File: src/rtl/xy2_pkg.sv
// Shared state encoding and constants for the XY2-100 frame scheduler.
package xy2_pkg;

  typedef enum logic [2:0] {
    IDLE,
    WAIT_TICK,
    ISSUE,
    START,
    WAIT_LOW,
    WAIT_DONE
  } xy2_state_e;

  localparam logic [15:0] XY2_MIDSCALE   = 16'h8000;
  localparam int          XY2_FRAME_CLKS = 400;

endpackage

File: src/rtl/xy2_point_fifo.sv
// Synchronous point FIFO with flush; head word visible combinationally, level registered.
// Push while full is accepted only when a pop happens in the same cycle; flush wins over both.
module xy2_point_fifo
  import xy2_pkg::*;
#(
  parameter int DEPTH = 16,
  parameter int W     = 16
) (
  input  logic                     Clk,
  input  logic                     Rst_n,
  input  logic                     flush,
  input  logic                     push,
  input  logic [W-1:0]             push_dat,
  input  logic                     pop,
  output logic [W-1:0]             head,
  output logic [$clog2(DEPTH):0]   level,
  output logic                     full,
  output logic                     empty
);

  localparam int            AW       = $clog2(DEPTH);
  localparam logic [AW:0]   FULL_LVL = DEPTH[AW:0];

  logic [W-1:0]  mem [DEPTH];
  logic [AW-1:0] wr_ptr;
  logic [AW-1:0] rd_ptr;
  logic          do_push;
  logic          do_pop;

  assign full    = (level == FULL_LVL);
  assign empty   = (level == '0);
  assign do_pop  = pop && !empty;
  assign do_push = push && (!full || do_pop);
  assign head    = mem[rd_ptr];

  always_ff @(posedge Clk) begin
    if (!Rst_n || flush) begin
      wr_ptr <= '0;
      rd_ptr <= '0;
      level  <= '0;
    end else begin
      if (do_push) wr_ptr <= wr_ptr + 1'b1;
      if (do_pop)  rd_ptr <= rd_ptr + 1'b1;
      case ({do_push, do_pop})
        2'b10:   level <= level + 1'b1;
        2'b01:   level <= level - 1'b1;
        default: level <= level;
      endcase
    end
  end

  // Storage carries no reset; only the pointers define validity.
  always_ff @(posedge Clk) begin
    if (do_push && !flush) mem[wr_ptr] <= push_dat;
  end

endmodule

File: src/rtl/xy2_frame_scheduler.sv
// Paces buffered galvo points into the XY2-100 sender: one Start per frame tick, repeat last point on underrun.
// Tick to tx_start is 2 clocks; pt_ready drops when the FIFO is full unless a pop frees a slot that cycle.
module xy2_frame_scheduler
  import xy2_pkg::*;
#(
  parameter int FRAME_PERIOD = XY2_FRAME_CLKS + 20,
  parameter int FIFO_DEPTH   = 16,
  parameter int TIMEOUT      = 1023,
  parameter int CNT_W        = 16
) (
  input  logic                          Clk,
  input  logic                          Rst_n,
  input  logic                          enable,
  input  logic                          flush,
  input  logic                          pt_valid,
  input  logic [15:0]                   pt_data,
  output logic                          pt_ready,
  output logic [15:0]                   tx_data,
  output logic                          tx_start,
  input  logic                          tx_done,
  output logic                          busy,
  output logic [$clog2(FIFO_DEPTH):0]   fifo_level,
  output logic [CNT_W-1:0]              underrun_cnt,
  output logic [CNT_W-1:0]              overrun_cnt,
  output logic                          timeout_err
);

  localparam int                TICK_W    = $clog2(FRAME_PERIOD);
  localparam int                TO_W      = $clog2(TIMEOUT);
  localparam logic [TICK_W-1:0] TICK_LAST = TICK_W'(FRAME_PERIOD - 1);
  localparam logic [TO_W-1:0]   TO_LAST   = TO_W'(TIMEOUT - 1);

  xy2_state_e        state;
  xy2_state_e        state_nxt;
  logic [TICK_W-1:0] tick_cnt;
  logic [TO_W-1:0]   to_cnt;
  logic              tick;
  logic              waiting;
  logic              timeout_hit;
  logic              overrun_inc;
  logic              fifo_push;
  logic              fifo_pop;
  logic              fifo_full;
  logic              fifo_empty;
  logic [15:0]       fifo_head;

  xy2_point_fifo #(
    .DEPTH (FIFO_DEPTH),
    .W     (16)
  ) u_fifo (
    .Clk      (Clk),
    .Rst_n    (Rst_n),
    .flush    (flush),
    .push     (fifo_push),
    .push_dat (pt_data),
    .pop      (fifo_pop),
    .head     (fifo_head),
    .level    (fifo_level),
    .full     (fifo_full),
    .empty    (fifo_empty)
  );

  assign fifo_pop    = (state == ISSUE) && !fifo_empty;
  assign pt_ready    = !fifo_full || fifo_pop;
  assign fifo_push   = pt_valid && pt_ready;

  assign tick        = enable && (tick_cnt == TICK_LAST);
  assign waiting     = (state == WAIT_LOW) || (state == WAIT_DONE);
  assign timeout_hit = waiting && (to_cnt == TO_LAST);
  // Any tick that cannot launch a frame is a missed frame, including ticks landing mid-transfer.
  assign overrun_inc = tick && (state != IDLE) && !((state == WAIT_TICK) && tx_done);

  assign tx_start    = (state == START);
  assign busy        = (state != IDLE);

  always_ff @(posedge Clk) begin
    if (!Rst_n || !enable) begin
      tick_cnt <= '0;
    end else if (tick_cnt == TICK_LAST) begin
      tick_cnt <= '0;
    end else begin
      tick_cnt <= tick_cnt + 1'b1;
    end
  end

  always_ff @(posedge Clk) begin
    if (!Rst_n || !waiting) begin
      to_cnt <= '0;
    end else begin
      to_cnt <= to_cnt + 1'b1;
    end
  end

  always_comb begin
    state_nxt = state;
    case (state)
      // A timed-out sender stays parked until reset.
      IDLE:      if (enable && !timeout_err) state_nxt = WAIT_TICK;
      WAIT_TICK: begin
        if (!enable)               state_nxt = IDLE;
        else if (tick && tx_done)  state_nxt = ISSUE;
      end
      ISSUE:     state_nxt = START;
      START:     state_nxt = WAIT_LOW;
      WAIT_LOW:  if (!tx_done) state_nxt = WAIT_DONE;
      WAIT_DONE: if (tx_done)  state_nxt = enable ? WAIT_TICK : IDLE;
      default:   state_nxt = IDLE;
    endcase
    if (timeout_hit) state_nxt = IDLE;
  end

  // tx_data doubles as the last point replayed on underrun.
  always_ff @(posedge Clk) begin
    if (!Rst_n) begin
      state        <= IDLE;
      tx_data      <= XY2_MIDSCALE;
      underrun_cnt <= '0;
      overrun_cnt  <= '0;
      timeout_err  <= 1'b0;
    end else begin
      state <= state_nxt;
      if (state == ISSUE) begin
        if (!fifo_empty) begin
          tx_data <= fifo_head;
        end else if (underrun_cnt != {CNT_W{1'b1}}) begin
          underrun_cnt <= underrun_cnt + 1'b1;
        end
      end
      if (overrun_inc && (overrun_cnt != {CNT_W{1'b1}})) overrun_cnt <= overrun_cnt + 1'b1;
      if (timeout_hit) timeout_err <= 1'b1;
    end
  end

endmodule

File: config.mk
export PLATFORM = sky130hd
export DESIGN_NAME = xy2_frame_scheduler
export DESIGN_NICKNAME = d
export VERILOG_FILES = /design/src/rtl/xy2_pkg.sv /design/src/rtl/xy2_point_fifo.sv /design/src/rtl/xy2_frame_scheduler.sv
export SDC_FILE = /design/constraint.sdc
export NUM_CORES = 1
export LEC_CHECK = 0
export ABC_CLOCK_PERIOD_IN_PS = 3300
export CAP_MARGIN = 20
export CORE_MARGIN = 4
export CORE_UTILIZATION = 59
export DETAILED_ROUTE_END_ITERATION = 16
export PLACE_DENSITY = 0.79
export SYNTH_ARGS = -nofsm -noshare
export SYNTH_HDL_FRONTEND = slang
export SYNTH_SLANG_ARGS = --single-unit
File: constraint.sdc
create_clock -name Clk -period 3.3 [get_ports Clk]
set_input_delay 0.66 -clock Clk [delete_from_list [all_inputs] [get_ports Clk]]
set_output_delay 0.66 -clock Clk [all_outputs]
set_load 0.05 [all_outputs]
==> results.toml, run 1 <==
[worst_setup_path]
crit_path_start = "state[2]$_SDFFE_PP0P_"
cp_common_cell = "inv_1"
cp-start-kind = "flop"
crit_chain = "or3b_1 > a21o_1 > inv_1 > ha_1 > inv_1 > fa_1 > nor2b_1 > o21ai_0 > nor4b_1 > or3_1 > a21oi_1"
crit_family = "simple AND/OR/NAND/NOR gates"
cp.arrival_ns = 3.46
crit_required_ns = 3.74
crit_slowest_cell = "or3b_1"
endpoint_kind = "flop"
crit_path_max_fanout = 10
max_stage_delay_ns = 0.48
criticalPathCategory = "reg -> reg"
r2r_start = "state[2]$_SDFFE_PP0P_"
crit_buf_inv = 2

[clocking]
clk_latency_ns = 0.52
cts_setup_buffers = 0
cts_hold_buf = 0
max-clock-path-buffers = 3
cts.sinks = 340
cts_root_buf = "clkbuf_16"
cts_inserted_buffers = 37
cts_tree = "built"
clkTransAtPathRegs_ns = 0.06
cts-htree-levels = 2
cts_resized = 0

[synthesis]
syn_area_um2 = 13500
synth_common_cells = "256 x edfxtp_1, 84 x dfxtp_1, 69 x nor2_1"
yosys-top-cells-area = "edfxtp_1 57%, dfxtp_1 12%, mux4_2 11%"
yosysTopAreaCell = "edfxtp_1"
synth_edf_count = 256
ys_types = 44
synth_fp_nets = 887
postSynth.asyncResetShare_pct = 0
synth-seq-cells = 340
yosys_warnings = 0
synth_top_area_share_pct = 56.9
syn_area_per_cell_um2 = 15.9
synth_flop_cell = "edfxtp_1"
seq_area_frac_synth_pct = 69.4
yosysMostFrequentCell = "edfxtp_1"
synthCells = 850

[timing]
hold_ws_ns = 0.485
worst_pin_slew_ns = 0.851
finalCriticalPeriod_ns = 3.02
rsz0062_at_grt = "no"
relSlewSlack_pct = 43.3
period_share_pct = 91.5
tns_ns = 0
hold_violations = 0
maxSlewViolCount = 0
skew_ns = 0.0137
setup-violations-final = 0
fmax_ghz = 0.331

[drt]
vias = 7872
drcViolationCount = 0
initialDrtViolationCount = 731
drt-total-wl_um = 28300
wl_per_cell_um = 22.2
ant_nets = 0
dr.pass1.iters = 5
viasPerCell = 6.17

[power]
seqPwrFrac_pct = 51.2
irDropWorstVdd_uv = 550
p_clk_share_pct = 47.0
internal-power_w = 0.00725
powerDensity_nw_per_um2 = 561
swShare_pct = 19.6
p_sw_w = 0.00177
p_leak_nw = 5.06
share_comb_of_total_power_pct = 1.7

[place]
gp_congestion = 0.824
place_area_um2 = 14800
dp_cells = 1208
io_buffer_count = 78
dp_hpwl_um = 16800

[hold_path]
hold_class = "reg -> reg"
min_from = "to_cnt[0]$_SDFF_PP0_"

[global_routing]
grt_util_all_layers_pct = 22.4
top_usage_layer = "met2"
grt_pass1_vias = 7782
grt_use_met2_pct = 38.5
met1_usage_pct = 30.0
grt_max_degree = 34
grt_use_met3_pct = 4.06
gr-total-overflow = 0
antenna_found_initial = 0
grt_pass1_wl_um = 44500

[floorplanning]
die_x_um = 159
placeableCoreArea_um2 = 22600
ios = 79
rows = 55
die-area_um2 = 25400
start_util_pct = 59.8
dieHeight_um = 159

[flow_run]
maxCapViolCount = 0

[cells_and_area]
finalNonFillerCells = 1275
area_delta_synth_final_pct = 19.1
num_antenna_cells = 0
fin_area_um2 = 16100
drive_above_1_share_pct = 18.0
fin_nets = 999

[status]
status = "finished, final reports clean"
-- registers in the layout (all words and copies together), names as in the netlist --
| name | cells |
|---|---|
| u_fifo.mem | 256 |
| overrun_cnt | 16 |
| tx_data | 16 |
| underrun_cnt | 16 |
| to_cnt | 10 |
| tick_cnt | 9 |
| u_fifo.level | 5 |
| u_fifo.rd_ptr | 4 |
| u_fifo.wr_ptr | 4 |
| state | 3 |
| timeout_err | 1 |
-- through the flow --
| step | setup slack (ns) | total power (W) | utilization [%] |
|---|---|---|---|
| after floorplan | 0.259 | 0.00477 | - |
| after global placement | 0.327 | 0.00486 | 65.5 |
| after detailed placement | 0.264 | 0.00487 | 65.5 |
| after CTS | 0.291 | 0.00910 | 71.2 |
| after global routing | 0.101 | 0.00931 | 71.2 |
| final | 0.279 | 0.00902 | 71.2 |
-- logic make-up (layout without fill, tap and decap cells) --
group	after synthesis	in the layout	synth area share (%)
compound gates	79	79	3.72
xor+xnor	34	34	2.21
fa+ha+maj	15	15	1.45
buf+inv	57	197	1.68
flops	340	340	69.4
mux	95	95	13.0
simple gates	230	230	8.59
-- layout make-up --
cell class              instances  area, um2
well taps                     285        357
clock buffers                  44        962
clock inverters                23        318
multi-input cells             453       3940
flip-flops and latches        340       9380
inverters                      17       63.8
repair buffers                113       1060
fillers                      1435       6500
-- worst paths after layout --
| kind | slack (ns) | cells past startpoint | endpoint |
|---|---|---|---|
| max | 0.28 | 11 | u_fifo.level[4]$_SDFFE_PP0P_ |
| min | 0.48 | 1 | to_cnt[0]$_SDFF_PP0_ |
| max reg2reg | 0.28 | 11 | u_fifo.level[4]$_SDFFE_PP0P_ |
| min reg2reg | 0.48 | 1 | to_cnt[0]$_SDFF_PP0_ |
-- routing by layer --
| metal | part of all wire (%) | routed length, um |
|---|---|---|
| met4 | 2.0 | 573 |
| met2 | 51 | 14500 |
| met1 | 41 | 11500 |
| met3 | 6.3 | 1770 |
| met5 | 0 | 0 |
-- cells in the final DEF, fill, tap and decap left out, types with 16 or more instances in the layout --
cell	n
edfxtp_1	256
clkdlybuf4s50_1	78
dfxtp_1	81
mux4_2	64
a21oi_1	27
buf_4	34
inv_1	16
nand3_1	42
nand2_1	32
mux2i_1	31
clkbuf_16	37
nor2_1	54
or3_1	16
xor2_1	19
o21ai_0	17
-- power by group through the flow --
stage / Combinational [W] / Sequential, W / Clock, W
2_1_floorplan: 0.0000618 / 0.00471 / 0
5_1_grt: 0.000173 / 0.00462 / 0.00452
6_report: 0.000157 / 0.00462 / 0.00424
3_3_place_gp: 0.000153 / 0.00471 / 0
4_1_cts: 0.000158 / 0.00462 / 0.00432
3_5_place_dp: 0.000157 / 0.00471 / 0
(Power assumes the default switching activity.)
==> run 2, diff against run 1 <==
--- a/config.mk
+++ b/config.mk
@@ -6,7 +6,6 @@
 export NUM_CORES = 1
 export LEC_CHECK = 0
 export ABC_CLOCK_PERIOD_IN_PS = 3300
-export CAP_MARGIN = 20
 export CORE_MARGIN = 4
 export CORE_UTILIZATION = 59
 export DETAILED_ROUTE_END_ITERATION = 16
==> results of run 2 <==
Final layout, timing and power as in run 1 (identical DEF).
==> run 3, diff against run 2 <==
--- a/config.mk
+++ b/config.mk
@@ -7,9 +7,9 @@
 export LEC_CHECK = 0
 export ABC_CLOCK_PERIOD_IN_PS = 3300
 export CORE_MARGIN = 4
-export CORE_UTILIZATION = 59
+export CORE_UTILIZATION = 35
 export DETAILED_ROUTE_END_ITERATION = 16
-export PLACE_DENSITY = 0.79
+export DONT_BUFFER_PORTS = 1
 export SYNTH_ARGS = -nofsm -noshare
 export SYNTH_HDL_FRONTEND = slang
 export SYNTH_SLANG_ARGS = --single-unit
==> run 3 against run 2 <==
Compared with the run above: sequential cell count stayed put; critical path depth unchanged; critical endpoint unchanged; count of clock-buffer cells in the layout increased by 5; setup slack gained 0.20 ns.
==> results.toml, run 3 (synthesis results as in run 1) <==
[power]
irDropWorstVdd_uv = 471
total_power_w = 0.00874
powerDensity_nw_per_um2 = 559
p_leak_nw = 4.84

[worst_setup_path]
crit_path_max_fanout = 10
cp.arrival_ns = 3.26
endpoint_kind = "flop"
crit_required_ns = 3.73
cp-start-kind = "flop"
criticalPathCategory = "reg -> reg"
r2r_cells = 11

[global_routing]
grt_max_degree = 40
grt_util_all_layers_pct = 14.2
grt_pass1_wl_um = 45600
grt_pass1_vias = 7487
antenna_found_initial = 0
gr-total-overflow = 0

[clocking]
max-clock-path-buffers = 3
cts_resized = 0
cts_hold_buf = 0
cts_tree = "built"
cts_setup_buffers = 0
clk_latency_ns = 0.52
clkTransAtPathRegs_ns = 0.06
cts_inserted_buffers = 36
cts_root_buf = "clkbuf_16"
cts.sinks = 340
cts-htree-levels = 2

[floorplanning]
dieHeight_um = 204
rows = 71
die-area_um2 = 41800
start_util_pct = 35.7
die_x_um = 204
placeableCoreArea_um2 = 37800
ios = 79

[drt]
dr.pass1.iters = 5
viasPerCell = 5.18
initialDrtViolationCount = 654
vias = 7428
drcViolationCount = 0
ant_nets = 0
drt-total-wl_um = 29500
wl_per_cell_um = 20.6

[timing]
hold_ws_ns = 0.232
worst_pin_slew_ns = 1.03
finalCriticalPeriod_ns = 2.83
hold_violations = 0
period_share_pct = 85.6
setup-violations-final = 0
tns_ns = 0
relSlewSlack_pct = 31.0
fmax_ghz = 0.354
rsz0062_at_grt = "no"
maxSlewViolCount = 0
postLayoutSetupSlackWorst_ns = 0.475
skew_ns = 0.0186

[flow_run]
maxCapViolCount = 0

[hold_path]
hold_class = "in -> reg"
min_path_cells = 0

[cells_and_area]
layout_commonest_cell = "edfxtp_1"
nFillCells = 3426
num_antenna_cells = 0
largest_register = "u_fifo.mem"
area_delta_synth_final_pct = 15.9
layout_common_cells = "256 x edfxtp_1, 81 x dfxtp_1, 64 x mux4_2"
largest_reg_flops = 256
multiInputGateArea_um2 = 3950
post-route-util_pct = 41.3
regArea_um2 = 9380
fin_nets = 931
drive_above_1_share_pct = 20.1

[status]
status = "finished, final reports clean"

[place]
gp_congestion = 0.811
io_buffer_count = 0
dp_slack_ns = 0.503
dp_hpwl_um = 18300
[run 3: cell count changes in the layout (fill, tap and decap cells not counted), moves of 2 or more]
cell,before,now
buf_12,1,6
buf_4,34,40
bufinv_16,6,3
clkbuf_8,1,4
clkdlybuf4s50_1,78,0
clkinv_1,1,5
clkinv_4,2,0
clkinv_8,2,0
clkinvlp_4,5,1
[run 3: report_power, final]
| group | switching (W) | internal, W | leakage (nW) | total, W |
|---|---|---|---|---|
| Combinational | 0.0000553 | 0.0000304 | 1.26 | 0.0000857 |
| Sequential | 0.00000851 | 0.00461 | 2.99 | 0.00462 |
| Clock | 0.00160 | 0.00244 | 0.594 | 0.00403 |
[run 3: per-layer routing]
layer	GRT usage (%)	routed length [um]	vias to the layer above
met5	0	0	-
met4	3.73	534	0
met3	4.57	3030	42
met2	21.9	13500	231
met1	19.6	12400	3733
li1	-	-	3422
[run 3: final cells by class]
| cell class | count | share of cell area [%] |
|---|---|---|
| flip-flops and latches | 340 | 59.9 |
| clock inverters | 17 | 1.06 |
| clock buffers | 49 | 6.61 |
| repair buffers | 46 | 2.69 |
| inverters | 17 | 0.408 |
| multi-input cells | 453 | 25.2 |
| well taps | 511 | 4.09 |
[run 3: worst paths after layout]
path | from | end | slack [ns]
worst max-delay path | state[2]$_SDFFE_PP0P_ | u_fifo.level[4]$_SDFFE_PP0P_ | 0.47
worst min register to register | tick_cnt[0]$_SDFF_PP0_ | tick_cnt[0]$_SDFF_PP0_ | 0.48
worst min-delay path | pt_data[4] | u_fifo.mem[10][4]$_DFFE_PP_ | 0.23
worst max register to register | state[2]$_SDFFE_PP0P_ | u_fifo.level[4]$_SDFFE_PP0P_ | 0.47
[run 3: per-stage QoR]
stage          cell area (um2)  cells
6_report                 15600   1433
5_1_grt                  15600   1433
4_1_cts                  15600   1433
3_5_place_dp             14400   1367
3_3_place_gp             14400   1367
2_1_floorplan            13500    850
[run 3: critical path, cell delays in order, from the launching register on]
cell     delay [ns]
dfxtp_1        0.39
or3b_1         0.48
a21o_1         0.20
inv_1          0.08
ha_1           0.26
inv_1          0.10
fa_1           0.38
nor2b_1        0.15
o21ai_0        0.11
nor4b_1        0.16
or3_1          0.31
a21oi_1        0.12
